**config.mk**
```make
export PLATFORM = sky130hd
export DESIGN_NAME = trace_fifo
export DESIGN_NICKNAME = d
export VERILOG_FILES = /design/src/rtl/trace_pkg.sv /design/src/rtl/trace_fifo.sv
export SDC_FILE = /design/constraint.sdc
export NUM_CORES = 1
export LEC_CHECK = 0
export CAP_MARGIN = 40
export CORE_MARGIN = 4
export CORE_UTILIZATION = 61
export DETAILED_ROUTE_END_ITERATION = 10
export PLACE_DENSITY = 0.79
export SYNTH_ARGS = -nofsm -noshare
export SYNTH_HDL_FRONTEND = slang
export SYNTH_SLANG_ARGS = --single-unit
```
**constraint.sdc**
```tcl
create_clock -name clk -period 7.3 [get_ports clk]
set_input_delay 1.46 -clock clk [delete_from_list [all_inputs] [get_ports clk]]
set_output_delay 1.46 -clock clk [all_outputs]
set_load 0.005 [all_outputs]
```
**src/rtl/trace_pkg.sv**
```systemverilog
// Shared types for the write-back trace checker: FSM states, error codes and
// the golden trace entry layout.
package trace_pkg;

  typedef enum logic [1:0] {
    ST_IDLE = 2'd0,
    ST_RUN  = 2'd1,
    ST_PASS = 2'd2,
    ST_FAIL = 2'd3
  } state_t;

  localparam logic [1:0] ERR_NONE      = 2'd0;
  localparam logic [1:0] ERR_MISMATCH  = 2'd1;
  localparam logic [1:0] ERR_UNDERFLOW = 2'd2;
  localparam logic [1:0] ERR_TIMEOUT   = 2'd3;

  // Destination register field is named rd because reg is a keyword.
  typedef struct packed {
    logic [31:0] pc;
    logic [4:0]  rd;
    logic [31:0] value;
    logic        last;
  } trace_entry_t;

  function automatic logic entry_match(input trace_entry_t e,
                                       input logic [31:0]  pc,
                                       input logic [4:0]   rd,
                                       input logic [31:0]  value);
    return (e.pc == pc) && (e.rd == rd) && (e.value == value);
  endfunction

endpackage

```
**src/rtl/trace_fifo.sv**
```systemverilog
// Synchronous FIFO of golden trace entries; no push-to-head bypass, so an entry
// written at one edge is visible at the head from the next cycle.
module trace_fifo
  import trace_pkg::*;
#(
  parameter int unsigned DEPTH = 16
) (
  input  logic         clk,
  input  logic         rst_n,
  input  logic         push,
  input  trace_entry_t din,
  input  logic         pop,
  output logic         full,
  output logic         empty,
  output trace_entry_t head
);

  localparam int unsigned AW = $clog2(DEPTH);

  trace_entry_t   r_mem [DEPTH];
  logic [AW:0]    r_wptr;
  logic [AW:0]    r_rptr;
  logic           w_do_push;
  logic           w_do_pop;

  assign empty     = (r_wptr == r_rptr);
  assign full      = (r_wptr[AW] != r_rptr[AW]) && (r_wptr[AW-1:0] == r_rptr[AW-1:0]);
  assign w_do_push = push && !full;
  assign w_do_pop  = pop && !empty;
  assign head      = r_mem[r_rptr[AW-1:0]];

  always_ff @(posedge clk or negedge rst_n) begin
    if (!rst_n) begin
      r_wptr <= '0;
      r_rptr <= '0;
    end else begin
      if (w_do_push) r_wptr <= r_wptr + (AW+1)'(1);
      if (w_do_pop)  r_rptr <= r_rptr + (AW+1)'(1);
    end
  end

  always_ff @(posedge clk) begin
    if (w_do_push) r_mem[r_wptr[AW-1:0]] <= din;
  end

endmodule

```
; ---- Yosys cells after proc, flatten, opt, wreduce, memory -nomap -nowiden
; Memory sizes are Yosys's and may differ from the RTL's.
; Index checks and enable logic that the tools add are counted.
[totals]
register_bits = 10
mem_count = 1
word_cells = 15
latchBits = 0
ramBits = 1120
inputBits = 74
output_inout_bits = 72
mem_bits_ro = 0
[op_classes]
magnitude_cmp = 0
n_mul = 0
n_eq_ne = 3
n_mux = 2
add_sub_neg = 2
n_reduce_logical = 5
div_mod_pow = 0
n_bitwise = 0
n_shift = 0
[memory_table]
columns = name, words, width, read_ports, rd_ports_with_merged_regs, wr, line_no
row1 = r_mem, 16, 70, 1, 0, 1, trace_fifo.sv:20  ; trace_entry_t r_mem [DEPTH];
[ops]
columns = operator, count
row1 = "5-bit by 1-bit adder with 5-bit output, second input constant", 2
row2 = 5-bit == test, 1
row3 = 4-bit == test, 1
row4 = 1-bit logical AND, 3
row5 = 1-bit logical NOT, 2
row6 = 1-bit two-way mux, 2
row7 = 1-bit != test, 1

; ---- Logic depth before layout (Yosys ltp)
[depth]
depth_word = 6
ltp_mapped = 7
mapped_depth_nobuf = 5

; ---- Worst setup path before layout
; OpenSTA, ideal clock, no wires.
[synth_timing]
path_kind = in2reg
from = input push
to = memory r_mem[3][0] in the netlist's numbering (enable)
path_slack_ns = 0.201
path_stages = 3
path_buffers = 0
setup_ns = 0.584
t_required_ns = 6.716
arrival_ns = 6.515
path_cell_list = nand2_1 -> o21bai_2 -> nor3_1
[synth_between]
elab_chain_len = 3
[synth_rtl]
columns = element, line_no
row1 = from (decl), trace_fifo.sv:10  ; input logic push,
row2 = 1-bit logical AND, trace_fifo.sv:28  ; assign w_do_push = push && !full;
row3 = 1-bit two-way mux, trace_fifo.sv:43  ; if (w_do_push) r_mem[r_wptr[AW-1:0]] <= din;
row4 = 1-bit two-way mux (not written as such), trace_fifo.sv:43
row5 = to (decl), trace_fifo.sv:20
; Every way passes these cells.

==> results.md <==
* Sw frac at 29.9%
* Post-Syn Instances at 1940
* Global Route Usage Sum at 25.8%
* Vias/cell at 6.66
* Dpl hpwl at 47.7 mm
* Complex-gate fraction of the synthesized area at 3.67%
* Worst path arrival time at 4050 ps
* Met3 Use GR at 5.38%
* #FFs+latches synth at 1130
* Setup CP Type: reg -> out
* Clock network fraction of design power at 27.3%
* Pre-Repair DR Iteration Count at 5
* Top cell type's share of synthesized area at 77.5%
* Min Tclk post-route at 5510 ps
* Top post-synthesis cells by area: edfxtp_1 78%, mux4_2 11%, mux2i_1 4.8%, a32oi_1 1.4%, a22oi_1 1.2%
* Width of the chip at 275 um
* Htree depth at 3
* Worst VDD drop at 259 uV
* Worst setup margin at 1790 ps
* Synth Warn # at 0
* Met2 Usage GRT at 42.7%
* Routability Congestion at 0.747
* Most frequent CP cell: buf_4
* Nets at 2215
* Worst-path fanout max at 41
* # rows at 97
* Cell breakdown of the critical path: buf_16, nor2b_4, buf_4, buf_4, a22oi_1, a32oi_1, o21ai_1, clkdlybuf4s50_1
* Total core area at 70300 um^2
* TritonCTS clock tree: done
* Unique cell type count in the Yosys netlist at 36
* Slew HR at 41.8%
* Clock transition at the registers of the reported paths at 60 ps
* Setup TNS at 0 ps
* Met1 Use GR at 36.2%
* GRT busiest layer: met2
* Synth Cell Area at 43400 um^2
* Latest clock arrival within the worst-skew pair at 660 ps
* Slowest CP cell: buf_4
* Critical Path Source Type: flop
* Worst Skew at 15.5 ps
* Clk sinks at 1130
* Initial Util at 61.8%
* Synth-to-layout area growth at 14.4%
* PwrDens at 396 nW/um^2
* Post-synthesis simple-gate area fraction at 0.340%
* Total wire length at 95.6 mm
* Port-buffer cells at 145
* Cell-internal power at 13.8 mW
* Gr ovfl total at 0
* Place WS at 2510 ps
* Hold Vio Cnt, Final at 0
* DR vias at 21116
* Main combinational cell family by area after synthesis: multiplexers
* Adder-cell share of the synthesized area at 0.144%
* Root buf cell: clkbuf_16
* Slew @ Worst Pin at 874 ps
* Critical Path Max Stage Delay at 670 ps
* Post_cts resized at 0
* Sequential area share after synthesis at 78.1%
* Drc violations at 0
* Mux cell area share after synthesis at 15.8%
* Avg Cell Area, Syn at 22.4 um^2
* Cell taking the most area after synthesis: edfxtp_1
* Number of global-route vias before repair at 22082
* Layout cell share with drive strength beyond 1 at 20.5%
* Cts-stage hold buffer count at 0
* First-pass GRT wire length at 142 mm
* Min-Delay Path Class: reg -> reg
* Largest net degree at the start of global routing at 98
* FMAX at 0.181 GHz
* XOR/XNOR Fraction of Synth Area at 0.260%
* Total Power at 19.6 mW
* Max-slew violations at 0
* Leak pwr at 15.9 nW
* Die ar. at 75500 um^2
* Remaining antenna violation count at 0
* Unrepaired setup endpoints after global routing: no
* CTS Buf Count at 106
* CP required at 5840 ps
* Comb pwr share at 31.1%
* Number of max-cap violations at 0
* Status: finished clean
* Die Span Y at 275 um
* DRT iter0 DRCs at 2536
* Switching Power at 5.88 mW
* # IOs at 146
* Postcts setup bufs at 0
* Wirelength per Cell at 30.1 um
* Period Utilization, post-route at 75.5%
* Finish-stage setup viols at 0
* Syn_nets at 2019
* Max clock buf depth at 3
* Crit end category: output port
* Initial antenna violation count at 11
* Sequential group share of total power at 41.5%
## kinds of logic (layout without fill, tap and decap cells)
family	count (synthesis)	count (layout)
other	0	8
buffers and inverters	117	400
and+or+nand+nor	31	31
muxes	423	423
adders and majority gates	5	5
AOI/OAI and AO/OA	222	222
xor gates and xnor gates	12	12
DFF	1130	1130
## metal layers
layer	wire, um	share of wire [%]	vias up
li1	-	-	8677
met1	35800	37	11116
met2	48800	51	1169
met3	9120	9.5	148
met4	1810	1.9	6
met5	46	0.048	-
## power by group through the flow
stage / Combinational [mW] / Clock [mW] / Sequential, mW
2_1_floorplan: 3.97 / 0 / 8.11
3_5_place_dp: 6.11 / 0 / 8.27
3_3_place_gp: 5.87 / 0 / 8.27
6_report: 6.12 / 5.37 / 8.16
4_1_cts: 6.18 / 5.44 / 8.15
5_1_grt: 6.51 / 5.74 / 8.19
## final cells by class
| type | count | area [um^2] |
|---|---|---|
| Fill cell | 3901 | 20600 |
| Sequential cell | 1130 | 33900 |
| Inverter | 4 | 16.3 |
| Tap cell | 940 | 1180 |
| Clock inverter | 61 | 562 |
| Clock buffer | 134 | 2850 |
| Antenna cell | 8 | 20.0 |
| Multi-Input combinational cell | 693 | 8910 |
| Timing Repair Buffer | 201 | 2210 |
## path summary, 6_finish.rpt
path | from | to | slack, ps | cells after the start
min in group asynchronous | rst_n | r_rptr[0] | 1150 | 1
worst max register to register | r_rptr[1] | r_mem[13][24] | 3510 | 6
worst max-delay path | r_rptr[0] | head[59] | 1790 | 8
worst min-delay path | r_rptr[4] | r_rptr[4] | 610 | 2
worst min register to register | r_rptr[4] | r_rptr[4] | 610 | 2
max in group asynchronous | rst_n | r_rptr[1] | 5760 | 1
## cell usage after synthesis
library cell,count
edfxtp_1,1120
dfrtp_1,10
xor2_1,1
buf_8,5
nand4_1,1
ha_1,5
mux2i_1,210
nor2b_1,1
o21ai_0,1
o2111ai_2,1
buf_6,23
o31ai_1,1
o311ai_1,1
mux4_2,210
xnor2_1,10
buf_4,4
clkbuf_2,2
mux2_2,3
nand2_1,4
inv_1,4
xnor2_2,1
nor2_1,16
and2_1,1
clkbuf_1,30
and4_1,1
o211ai_1,2
nor3_1,4
nand2b_1,2
nand4_2,1
o21ai_1,73
a22oi_1,70
buf_2,37
o21bai_2,1
buf_1,12
o211ai_2,2
a32oi_1,70
## cells in the final DEF (no fill, tap or decap), drive strengths merged, types with 2 or more instances in the layout
| cell type | instances |
|---|---|
| a22oi | 70 |
| a32oi | 70 |
| buf | 56 |
| bufinv | 9 |
| clkbuf | 134 |
| clkdlybuf4s50 | 145 |
| clkinv | 43 |
| clkinvlp | 6 |
| dfrtp | 10 |
| diode | 8 |
| edfxtp | 1120 |
| ha | 5 |
| inv | 7 |
| mux2 | 3 |
| mux2i | 210 |
| mux4 | 210 |
| nand2 | 4 |
| nand2b | 2 |
| nand4 | 2 |
| nor2 | 16 |
| nor3 | 4 |
| o211ai | 4 |
| o21ai | 74 |
| xnor2 | 11 |
## through the flow
step	cell area (um^2)	hold slack [ps]	instances	utilization, %
detailed placement	46200	605	2968	65.7
finish	49600	611	3171	70.6
global route	49600	671	3165	70.6
CTS	49600	620	3163	70.6
floorplan	43400	558	1940	-
global placement	45900	580	2954	65.3
## critical path: cells and delay by family (launching register included)
family | cells | cell delay [ps]
compound gates | 3 | 680
flops | 1 | 630
simple gates | 1 | 130
buf+inv | 4 | 1880
## state kept, by name (all words and copies together) (netlist names)
name	count
r_mem	1120
r_rptr	5
r_wptr	5
Note: power is estimated with default switching activity, not from simulation.
